$ cat src/rtl/wptr_full_prog.sv
// Write-side pointer and full-flag generator for the dual-clock FIFO.
// Keeps binary and Gray write pointers in the wclk domain. Compares them
// against the synchronised Gray read pointer to produce full, programmable
// almost-full, fill level and a sticky overflow error.
// Optional feature macro: WPTR_OVF_ERR_EN (sticky overflow flag with clear).
module wptr_full_prog #(
    parameter int ADDRSIZE = 8
) (
    input  logic                wclk,
    input  logic                wrst,
    input  logic                winc,
    input  logic [ADDRSIZE:0]   wq2_rptr,
    input  logic [ADDRSIZE:0]   afull_thresh,
    input  logic                werr_clr,
    output logic [ADDRSIZE-1:0] waddr,
    output logic [ADDRSIZE:0]   wptr,
    output logic                wfull,
    output logic                wfull_almost,
    output logic [ADDRSIZE:0]   wlevel,
    output logic                fifo_error_w
);

    logic [ADDRSIZE:0] wbin;
    logic [ADDRSIZE:0] wbinnext;
    logic [ADDRSIZE:0] wgraynext;
    logic [ADDRSIZE:0] rbin_s;
    logic [ADDRSIZE:0] lvl_next;
    logic              wpush;
    logic              wfull_val;
    logic              wfull_almost_val;

    // Writes are refused while full; the pointer holds on a refused write.
    always_comb begin
        wpush     = winc & ~wfull;
        wbinnext  = wbin + {{ADDRSIZE{1'b0}}, wpush};
        wgraynext = (wbinnext >> 1) ^ wbinnext;
    end

    // Gray-to-binary conversion of the synchronised read pointer, MSB down.
    always_comb begin
        rbin_s = '0;
        rbin_s[ADDRSIZE] = wq2_rptr[ADDRSIZE];
        for (int i = ADDRSIZE - 1; i >= 0; i--) begin
            rbin_s[i] = rbin_s[i+1] ^ wq2_rptr[i];
        end
    end

    // Level and flags for the next state; the extra pointer MSB separates
    // full from empty, so the subtraction wraps naturally.
    always_comb begin
        lvl_next         = wbinnext - rbin_s;
        wfull_val        = (wgraynext == {~wq2_rptr[ADDRSIZE:ADDRSIZE-1],
                                          wq2_rptr[ADDRSIZE-2:0]});
        wfull_almost_val = (lvl_next >= afull_thresh);
    end

    // Pointer, level and flag registers, all updated every write-clock edge.
    always_ff @(posedge wclk) begin
        if (wrst) begin
            wbin         <= '0;
            wptr         <= '0;
            wlevel       <= '0;
            wfull        <= 1'b0;
            wfull_almost <= 1'b0;
        end else begin
            wbin         <= wbinnext;
            wptr         <= wgraynext;
            wlevel       <= lvl_next;
            wfull        <= wfull_val;
            wfull_almost <= wfull_almost_val;
        end
    end

    assign waddr = wbin[ADDRSIZE-1:0];

`ifdef WPTR_OVF_ERR_EN
    // Sticky overflow flag; a new overflow wins over a same-cycle clear.
    always_ff @(posedge wclk) begin
        if (wrst) begin
            fifo_error_w <= 1'b0;
        end else begin
            fifo_error_w <= (fifo_error_w & ~werr_clr) | (winc & wfull);
        end
    end
`else
    logic unused_werr_clr;
    assign unused_werr_clr = werr_clr;
    assign fifo_error_w    = 1'b0;
`endif

endmodule

$ cat config.mk
export PLATFORM = sky130hd
export DESIGN_NAME = wptr_full_prog
export DESIGN_NICKNAME = d
export VERILOG_FILES = /design/src/rtl/wptr_full_prog.sv
export SDC_FILE = /design/constraint.sdc
export NUM_CORES = 1
export LEC_CHECK = 0
export ABC_CLOCK_PERIOD_IN_PS = 13100
export BUFFER_PORTS_ARGS = -buffer_cell sky130_fd_sc_hd__clkbuf_2
export CAP_MARGIN = 30
export CORE_ASPECT_RATIO = 0.5
export CORE_MARGIN = 1.5
export CORE_UTILIZATION = 25
export CTS_CLUSTER_DIAMETER = 120
export DETAILED_ROUTE_END_ITERATION = 12
export PLACE_DENSITY = 0.56
export REMOVE_ABC_BUFFERS = 1
export SYNTH_ARGS = -nofsm -noshare
export SYNTH_HDL_FRONTEND = slang
export SYNTH_SLANG_ARGS = --single-unit
$ cat constraint.sdc
create_clock -name wclk -period 13.1 [get_ports wclk]
set_input_delay 1.31 -clock wclk [delete_from_list [all_inputs] [get_ports wclk]]
set_output_delay 1.31 -clock wclk [all_outputs]
set_load 0.01 [all_outputs]
==> results of run 1 <==
-- worst max path at each step --
stage,startpoint,to,slack (ns),depth (start not counted)
6_report,wq2_rptr[8],wfull_almost,7.80,18
2_1_floorplan,wq2_rptr[8],wfull_almost,8.00,17
4_1_cts,wq2_rptr[8],wfull_almost,7.77,18
5_1_grt,wq2_rptr[8],wfull_almost,7.39,18
3_5_place_dp,wq2_rptr[8],wfull_almost,7.53,18
3_3_place_gp,wq2_rptr[8],wfull_almost,7.57,18
-- layout make-up --
cell class / instances / area share [%]
clock buffers: 4 / 3.68
inverters: 19 / 2.95
multi-input cells: 170 / 54.6
flip-flops and latches: 28 / 23.2
well taps: 108 / 5.59
repair buffers: 48 / 9.94
-- sequential cells by signal, summed over array words and instances (netlist names) --
signal        flops
wptr              9
wbin              8
wlevel            9
wfull_almost      1
wfull             1
-- Yosys cell counts (2+ instances only) --
cell type	instances	area, µm²
a21boi_0	3	22.5
a21o_1	5	37.5
a21oi_1	12	60.1
and2_1	4	25.0
and3_1	2	12.5
buf_1	2	7.51
clkbuf_1	9	33.8
dfxtp_1	28	561
ha_1	19	238
inv_1	19	71.3
nand2_1	10	37.5
nand2b_1	2	12.5
nand3_1	6	30.0
nand4_1	2	12.5
nor2_1	21	78.8
nor2b_1	12	75.1
nor3_1	8	40.0
nor3b_1	2	15.0
o21ai_0	5	25.0
o22ai_1	4	25.0
o31ai_1	2	15.0
xnor2_1	16	140
xnor3_1	2	45.0
xor2_1	12	105
xor2_2	2	32.5
-- logic make-up (layout without fill, tap and decap cells) --
group / Yosys count / in the layout / synth area share [%]
buffers and inverters: 32 / 71 / 6.65
xor gates and xnor gates: 36 / 36 / 21.0
AOI/OAI and AO/OA: 38 / 38 / 12.2
muxes: 1 / 1 / 0.559
adders and majority gates: 20 / 20 / 12.8
other: 1 / 1 / 0.186
and+or+nand+nor: 74 / 74 / 18.8
DFF: 28 / 28 / 27.8
-- where the power goes --
group | total (mW) | leakage [nW] | internal [mW] | switching [mW]
combinational | 0.108 | 0.890 | 0.0527 | 0.0554
sequential | 0.0977 | 0.229 | 0.0947 | 0.00295
clock | 0.0761 | 0.0442 | 0.0468 | 0.0293
total | 0.282 | 1.16 | 0.194 | 0.0876
-- routing by layer --
| metal | global-route usage (%) | part of all wire [%] | wire length, µm |
|---|---|---|---|
| met5 | 0 | 0 | 0 |
| met4 | 2.36 | 0.51 | 22 |
| met3 | 3.37 | 5.5 | 238 |
| met2 | 18.9 | 45 | 1950 |
| met1 | 13.8 | 49 | 2140 |
-- worst max-delay path, cell delays in order --
cell,delay (ns)
clkbuf_2,0.12
xnor3_2,0.48
xor2_4,0.20
xor3_2,0.32
xor2_2,0.21
xor2_2,0.24
xnor2_1,0.15
ha_1,0.18
inv_1,0.05
fa_1,0.40
a21o_1,0.18
a21oi_1,0.24
o211ai_1,0.20
xor2_1,0.19
ha_1,0.28
o21ai_0,0.22
nor3_1,0.10
o41a_1,0.37
==> results.toml, run 1 <==
[outcome]
status = "completed"

[power]
p_leak_nw = 1.16
ir_drop_mv = 0.0531
p_total_uw = 282
p_per_area_nw_per_um2 = 117

[sta]
fin_ws_ns = 7.80
setup_viol = 0
tightest_slew_ns = 0.620
hold_violations = 0
fin_hold_ws_ns = 0.603
finalMaxSlewViolations = 0
setup_tns_ns = 0
skew_ns = 0.00388
grt_setup_unrepaired = "no"
fin_crit_ns = 5.30
fmax_ghz = 0.189
period_share_pct = 40.4
max-slew-margin-rel_pct = 58.7

[cells_and_area]
final_util_pct = 31.9
multi_input_area_um2 = 1320
final_common_cell = "clkbuf_2"
drive_gt1_share_pct = 21.9
seqCellArea_um2 = 561
fillers = 806
nets = 312
antenna_cells = 0
layout_common_cells = "clkbuf_2 (48), dfxtp_1 (28), nor2_1 (21), inv_1 (19), ha_1 (19)"
stdcell_area_um2 = 2420
finalNonFillerCells = 377
syn2layout_area_growth_pct = 19.9

[route]
wl_um = 4360
ant_nets = 0
vias_per_cell = 4.28
dr.pass1.iters = 4
vias = 1614
drc = 0
wl_per_cell_um = 11.6
drtIter0Drc = 59

[clocking]
clkSinkCount = 28
post-cts-setup-buffer-count = 0
clockBufferDepth = 2
post_cts_resize_count = 0
htreeDepth = 1
clk_latency_ns = 0.26
clockRootBuffer = "clkbuf_16"
postCtsHoldBufs = 0
cts_buffers = 3
clkTransAtPathRegs_ns = 0.07
tritoncts = "done"

[grt]
gr-usage-all-layers_pct = 11.1
grt_max_degree = 30
grt_pass1_vias = 1655
antenna_found_initial = 0
grt_pass1_wl_um = 7550
gr-total-overflow = 0

[logic_synthesis]
synth_area_um2 = 2010
synthFlopType = "dfxtp_1"
ys_seq_elements = 28
syn_avg_cell_area_um2 = 8.76
ys_seq_area_share_pct = 27.8
synth_edf_count = 0
synthArstFlopShare_pct = 0
synth_cell_types = 46
syn_inst = 230
ys_warn_count = 0

[die]
pin_count = 51
core_um2 = 7570
initial_core_util_pct = 26.6
num_rows = 22
die_h_um = 66.5
die_area_um2 = 8640
chipWidth_um = 130

[job]
cap_viol_max_count = 0

[critical_path]
worstSetupStartpointType = "input pin"
r2r-start = "wfull"
arrival_ns = 5.44
crit_fanout = 3
crit_type = "input pin to flip-flop"
reg2reg_to = "wfull_almost"
crit_path_end_kind = "flip-flop"
ff2ff_setup_slack_ns = 9.02
reg2reg_depth = 14
crit_required_ns = 13.25

[worst_hold_path]
hold_path_startpoint = "wptr[8]"
min_path_type = "flip-flop to flip-flop"
whs_path_depth = 2
hold_end = "wptr[7]"

[placed_design]
hpwl_um = 3420
pre_cts_slack_ns = 7.53
place.gp.congestion = 0.780
dp_cells = 373
portBuffers = 48
placed_cell_area_um2 = 2330
Power figures use the tool's default switching activity.
==> run 2, diff against run 1 <==
ABC_AREA = 1   (was default)
ABC_CLOCK_PERIOD_IN_PS = 4600   (was 13100)
PLACE_DENSITY = 0.57   (was 0.56)
clock period = 4.6 ns   (was 13.1 ns; I/O delays follow)
==> run 2 against run 1 <==
Net effect:
- non-clock buffer count stayed put
- total power is 140% higher
- cell count grew 13%
- largest cell class unchanged
- critical path depth grew 13
- utilization is 0.053 points higher
- clock-buffer cell count is the same
- hold slack lost 0.0076 ns
- via count rose by 12%
- area after synthesis is 3.9% lower
- sequential cell count unchanged
- die area fell by 3.7%
- synthesized cell count rose by 23%
==> results.toml, run 2 <==
[logic_synthesis]
synth_edf_count = 0
synth_top_family_by_area = "simple AND/OR/NAND/NOR gates"
synth-compound-area-share_pct = 9.04
syn_inst = 282
ys_seq_area_share_pct = 28.9
ys_warn_count = 0
yosysMostFrequentCell = "nand2_1"
synth_top_area_share_pct = 28.9
synth_area_um2 = 1940
ys_seq_elements = 28
synthArstFlopShare_pct = 0
yosys.area_share.adder_pct = 13.3
synthTopCellsByCount = "nand2_1 (62), inv_1 (47), nand3_1 (31)"
synth-simple-area-share_pct = 32.9
yosys-top-cells-area = "dfxtp_1 (29%), ha_1 (12%), nand2_1 (12%)"
synthFlopType = "dfxtp_1"
yosysTopAreaCell = "dfxtp_1"
synth.area.mux_share_pct = 0
syn_avg_cell_area_um2 = 6.87
synth_cell_types = 33
synth-xor-area-share_pct = 5.30

[clocking]
clockBufferDepth = 2
tritoncts = "done"
clockRootBuffer = "clkbuf_16"
clk_latency_ns = 0.27
htreeDepth = 1
post-cts-setup-buffer-count = 0
clkTransAtPathRegs_ns = 0.07
postCtsHoldBufs = 0
cts_buffers = 3
clkSinkCount = 28
post_cts_resize_count = 0

[critical_path]
arrival_ns = 3.95
critPathMaxStageDelay_ns = 0.31
crit_path_frequent_cell = "nand2_1"
slowest_stage = "ha_1"
crit_type = "input pin to flip-flop"
crit_fanout = 4
crit_required_ns = 4.82
worstSetupStartpointType = "input pin"
crit_path_end_kind = "flip-flop"

[power]
ir_drop_mv = 0.105
internal-power_uw = 471
p_switching_uw = 216
p_total_uw = 688
swShare_pct = 31.5
sequentialPowerShare_pct = 38.4
combPwrFrac_pct = 28.9
p_leak_nw = 1.33
p_per_area_nw_per_um2 = 291
pwr-share-clk_pct = 32.7

[placed_design]
place.gp.congestion = 0.747
pre_cts_slack_ns = 0.640
hpwl_um = 3540
portBuffers = 48

[route]
vias = 1806
drtIter0Drc = 84
wl_per_cell_um = 10.0
drc = 0
vias_per_cell = 4.24
dr.pass1.iters = 4
ant_nets = 0
wl_um = 4270

[cells_and_area]
antenna_cells = 0
syn2layout_area_growth_pct = 22.2
drive_gt1_share_pct = 19.4
layout_common_cells = "nand2_1 (62), clkbuf_2 (48), inv_1 (47), nand3_1 (31), nor2_1 (29)"
largestRegisters = "wlevel x9, wptr x9, wbin x8"
final_common_cell = "nand2_1"
nets = 373
fillers = 800

[sta]
finalMaxSlewViolations = 0
setup_tns_ns = 0
tightest_slew_ns = 0.546
fin_crit_ns = 3.74
hold_violations = 0
fmax_ghz = 0.268
grt_setup_unrepaired = "no"
max-slew-margin-rel_pct = 63.6
period_share_pct = 81.2
fin_ws_ns = 0.864
setup_viol = 0
skew_ns = 0.00594

[die]
initial_core_util_pct = 26.2
num_rows = 22
die_area_um2 = 8320
chipWidth_um = 127
die_h_um = 65.2
pin_count = 51
core_um2 = 7400

[outcome]
status = "completed"

[grt]
grt_max_degree = 27
grt_pass1_vias = 1579
grt_pass1_wl_um = 7300
gr-usage-all-layers_pct = 11.0
gr-total-overflow = 0
antenna_found_initial = 0

[job]
cap_viol_max_count = 0

[worst_hold_path]
min_path_type = "input pin to flip-flop"
-- run 2: metal layers --
layer  GRT usage (%)  up-vias  part of all wire (%)
li1                -      999                     -
met5               0        -                     0
met4            2.56        0                  0.33
met1            15.3      781                    54
met3            2.61        2                   4.3
met2            17.1       24                    42
-- run 2: stage by stage --
step	cells	hold WS, ns	utilization [%]	instance area [µm²]
2_1_floorplan	278	0.527	-	1920
3_3_place_gp	422	0.620	30.8	2280
3_5_place_dp	422	0.621	30.8	2280
4_1_cts	426	0.574	32.0	2370
5_1_grt	426	0.650	32.0	2370
6_report	426	0.595	32.0	2370
-- run 2: layout make-up --
cell class / count / area, µm² / area share (%)
Inverter: 48 / 180 / 7.61
Sequential cell: 28 / 561 / 23.7
Clock buffer: 4 / 88.8 / 3.75
Timing Repair Buffer: 48 / 240 / 10.1
Multi-Input combinational cell: 202 / 1180 / 49.7
Tap cell: 96 / 120 / 5.07
-- run 2: power groups by stage --
stage	registers (mW)	clock network [mW]	logic, mW
3_3_place_gp	0.271	0	0.198
4_1_cts	0.265	0.230	0.201
6_report	0.264	0.225	0.199
2_1_floorplan	0.279	0	0.129
3_5_place_dp	0.270	0	0.200
5_1_grt	0.266	0.239	0.231
-- run 2: path summary, 6_finish.rpt --
kind                from      endpoint  slack [ns]  cells past startpoint
max          wq2_rptr[8]  wfull_almost        0.86                     31
min reg2reg      wptr[8]       wptr[8]        0.63                      4
min          wq2_rptr[7]         wfull        0.60                      4
max reg2reg        wfull  wfull_almost        1.07                     22
-- run 2: cell families (layout without fill, tap and decap cells) --
| logic type | after synthesis | in the layout |
|---|---|---|
| AND/OR/NAND/NOR | 141 | 141 |
| adder cells (fa/ha/maj) | 20 | 20 |
| buffers and inverters | 52 | 100 |
| AO/OA/AOI/OAI | 30 | 30 |
| XOR/XNOR | 10 | 10 |
| other | 1 | 1 |
| flip-flops | 28 | 28 |
-- run 2: worst max-delay path: cells and delay by family --
kind                     cells  cell delay, ns
AND/OR/NAND/NOR             17            1.44
AO/OA/AOI/OAI                4            0.72
adder cells (fa/ha/maj)      3            0.66
buffers and inverters        6            0.48
XOR/XNOR                     1            0.20
==> run 3, diff against run 2 <==
ABC_AREA = 0   (was 1)
ABC_CLOCK_PERIOD_IN_PS = 3400   (was 4600)
clock period = 3.4 ns   (was 4.6 ns; I/O delays follow)
==> run 3 against run 2 <==
Net effect:
- the flow now finishes with violations (negative setup slack)
- design area is 19% higher
- largest power group is now combinational cells
- hold slack worse by 0.066 ns
- global-route usage is 0.76 points higher
- register-to-register slack worse by 0.91 ns
- total power is 82% higher
- clock-buffer cell count stayed put
==> results.toml, run 3 (synthesis gave the netlist of run 1 again) <==
[cells_and_area]
final_util_pct = 37.3
fillers = 781
largestRegisters = "wlevel x9, wptr x9, wbin x8"
syn2layout_area_growth_pct = 40.1
final_common_cell = "clkbuf_2"
antenna_cells = 0
seqCellArea_um2 = 561
drive_gt1_share_pct = 36.5
layout_common_cells = "clkbuf_2 (47), buf_4 (37), dfxtp_1 (28), nor2_1 (21), inv_1 (18)"
nets = 353
multi_input_area_um2 = 1400

[grt]
grt_pass1_wl_um = 7920
antenna_found_initial = 0
grt_pass1_vias = 1772
gr-usage-all-layers_pct = 11.7
grt_max_degree = 29
gr-total-overflow = 0

[route]
dr.pass1.iters = 5
ant_nets = 0
vias_per_cell = 4.28
wl_per_cell_um = 11.6
wl_um = 4840
vias = 1789
drc = 0
drtIter0Drc = 68

[power]
pwr-share-clk_pct = 23.3
swShare_pct = 31.3
ir_drop_mv = 0.220
sequentialPowerShare_pct = 30.2
p_switching_uw = 392
p_leak_nw = 1.38
internal-power_uw = 859
p_per_area_nw_per_um2 = 443
combPwrFrac_pct = 46.5
p_total_mw = 1.25

[critical_path]
slowest_stage = "xnor3_2"
crit_chain = "buf_6 -> xnor3_2 -> xor2_4 -> xor3_2 -> xor2_4 -> xor2_2 -> xnor2_1 -> ha_2 -> inv_2 -> fa_2 -> a21o_1 -> a21oi_2 -> o211ai_1 -> xor2_1 -> ha_1 -> o21ai_2 -> nor3_2 -> o41a_1"
cp-startpoint = "wq2_rptr[8]"
crit_path_end_kind = "flip-flop"
crit_type = "input pin to flip-flop"
crit_fanout = 2
crit_required_ns = 3.55
critPathMaxStageDelay_ns = 0.45
worstSetupStartpointType = "input pin"
ff2ff_setup_slack_ns = 0.16
reg2reg_to = "wfull_almost"
worstSetupEndpoint = "wfull_almost"
reg2reg_depth = 15
crit_path_frequent_cell = "xor2_4"
r2r-start = "wfull"
arrival_ns = 4.05

[job]
cap_viol_max_count = 0

[sta]
fin_crit_ns = 3.91
period_share_pct = 115
tightest_slew_ns = 0.535
fin_ws_ns = -0.507
fin_hold_ws_ns = 0.530
setup_viol = 3
hold_violations = 0
finalMaxSlewViolations = 0
skew_ns = 0.00357
grt_setup_unrepaired = "yes"
max-slew-margin-rel_pct = 63.9
fmax_ghz = 0.256

[die]
initial_core_util_pct = 26.6
die_area_um2 = 8640
die_h_um = 66.5
pin_count = 51
chipWidth_um = 130
num_rows = 22
core_um2 = 7570

[clocking]
htreeDepth = 1
clkSinkCount = 28
clkTransAtPathRegs_ns = 0.07
clockBufferDepth = 2
clockRootBuffer = "clkbuf_16"
tritoncts = "done"
cts_buffers = 3
clk_latency_ns = 0.26

[placed_design]
portBuffers = 48
hpwl_um = 3780
place.gp.congestion = 0.841

[worst_hold_path]
min_path_type = "input pin to flip-flop"

[outcome]
violations = "negative setup slack"
status = "complete, but fails checks"
run 3: area by class of cell:
cell class | instances | share of cell area (%)
clock buffer | 4 | 3.15
inverter | 19 | 2.53
multi-input combinational | 170 | 49.5
sequential | 28 | 19.9
tap | 108 | 4.79
timing repair buffer | 89 | 20.2
run 3: layer usage:
| layer | global-route usage (%) | vias to the layer above | routed length, µm |
|---|---|---|---|
| li1 | - | 927 | - |
| met1 | 14.2 | 823 | 2300 |
| met2 | 20.6 | 35 | 2310 |
| met3 | 3.29 | 4 | 187 |
| met4 | 2.92 | 0 | 43 |
| met5 | 0 | - | 0 |
run 3: power by group through the flow:
stage          sequential (mW)  clock (mW)  combinational, mW
4_1_cts                  0.378       0.303              0.537
3_3_place_gp             0.384           0              0.482
2_1_floorplan            0.404           0              0.286
6_report                 0.378       0.292              0.581
3_5_place_dp             0.386           0              0.496
5_1_grt                  0.381       0.321              0.654
run 3: worst min path at each step:
stage,startpoint,end,slack [ns],depth (start not counted)
floorplan,wrst,wbin[0],0.41,1
detailed placement,wptr[8],wptr[7],0.60,2
finish,afull_thresh[7],wfull_almost,0.53,4
global route,afull_thresh[7],wfull_almost,0.56,4
CTS,afull_thresh[7],wfull_almost,0.53,4
global placement,wptr[8],wptr[8],0.59,2
run 3: critical path, delay by kind of cell:
| kind | cells | cell delay, ns |
|---|---|---|
| simple gates | 1 | 0.07 |
| buf+inv | 2 | 0.13 |
| compound gates | 5 | 0.97 |
| xor+xnor | 7 | 1.66 |
| fa+ha+maj | 3 | 0.87 |
run 3: timing repair:
action / in CTS / in global routing
hold endpoints to repair: 0 / 0
setup buffers: 3 / 6
pin swaps: 12 / 9
resized for setup: 13 / 13
hold buffers: 0 / 0
setup endpoints to repair: 3 / 4
run 3: per-stage QoR:
| stage | setup WS [ns] | setup TNS, ns | area, µm² | std cells |
|---|---|---|---|---|
| 6_report | -0.507 | -0.699 | 2820 | 418 |
| 4_1_cts | -0.677 | -0.848 | 2710 | 412 |
| 5_1_grt | -0.710 | -1.19 | 2820 | 418 |
| 2_1_floorplan | -0.729 | -0.871 | 1950 | 217 |
| 3_3_place_gp | -0.883 | -1.67 | 2570 | 405 |
| 3_5_place_dp | -1.05 | -2.15 | 2570 | 405 |
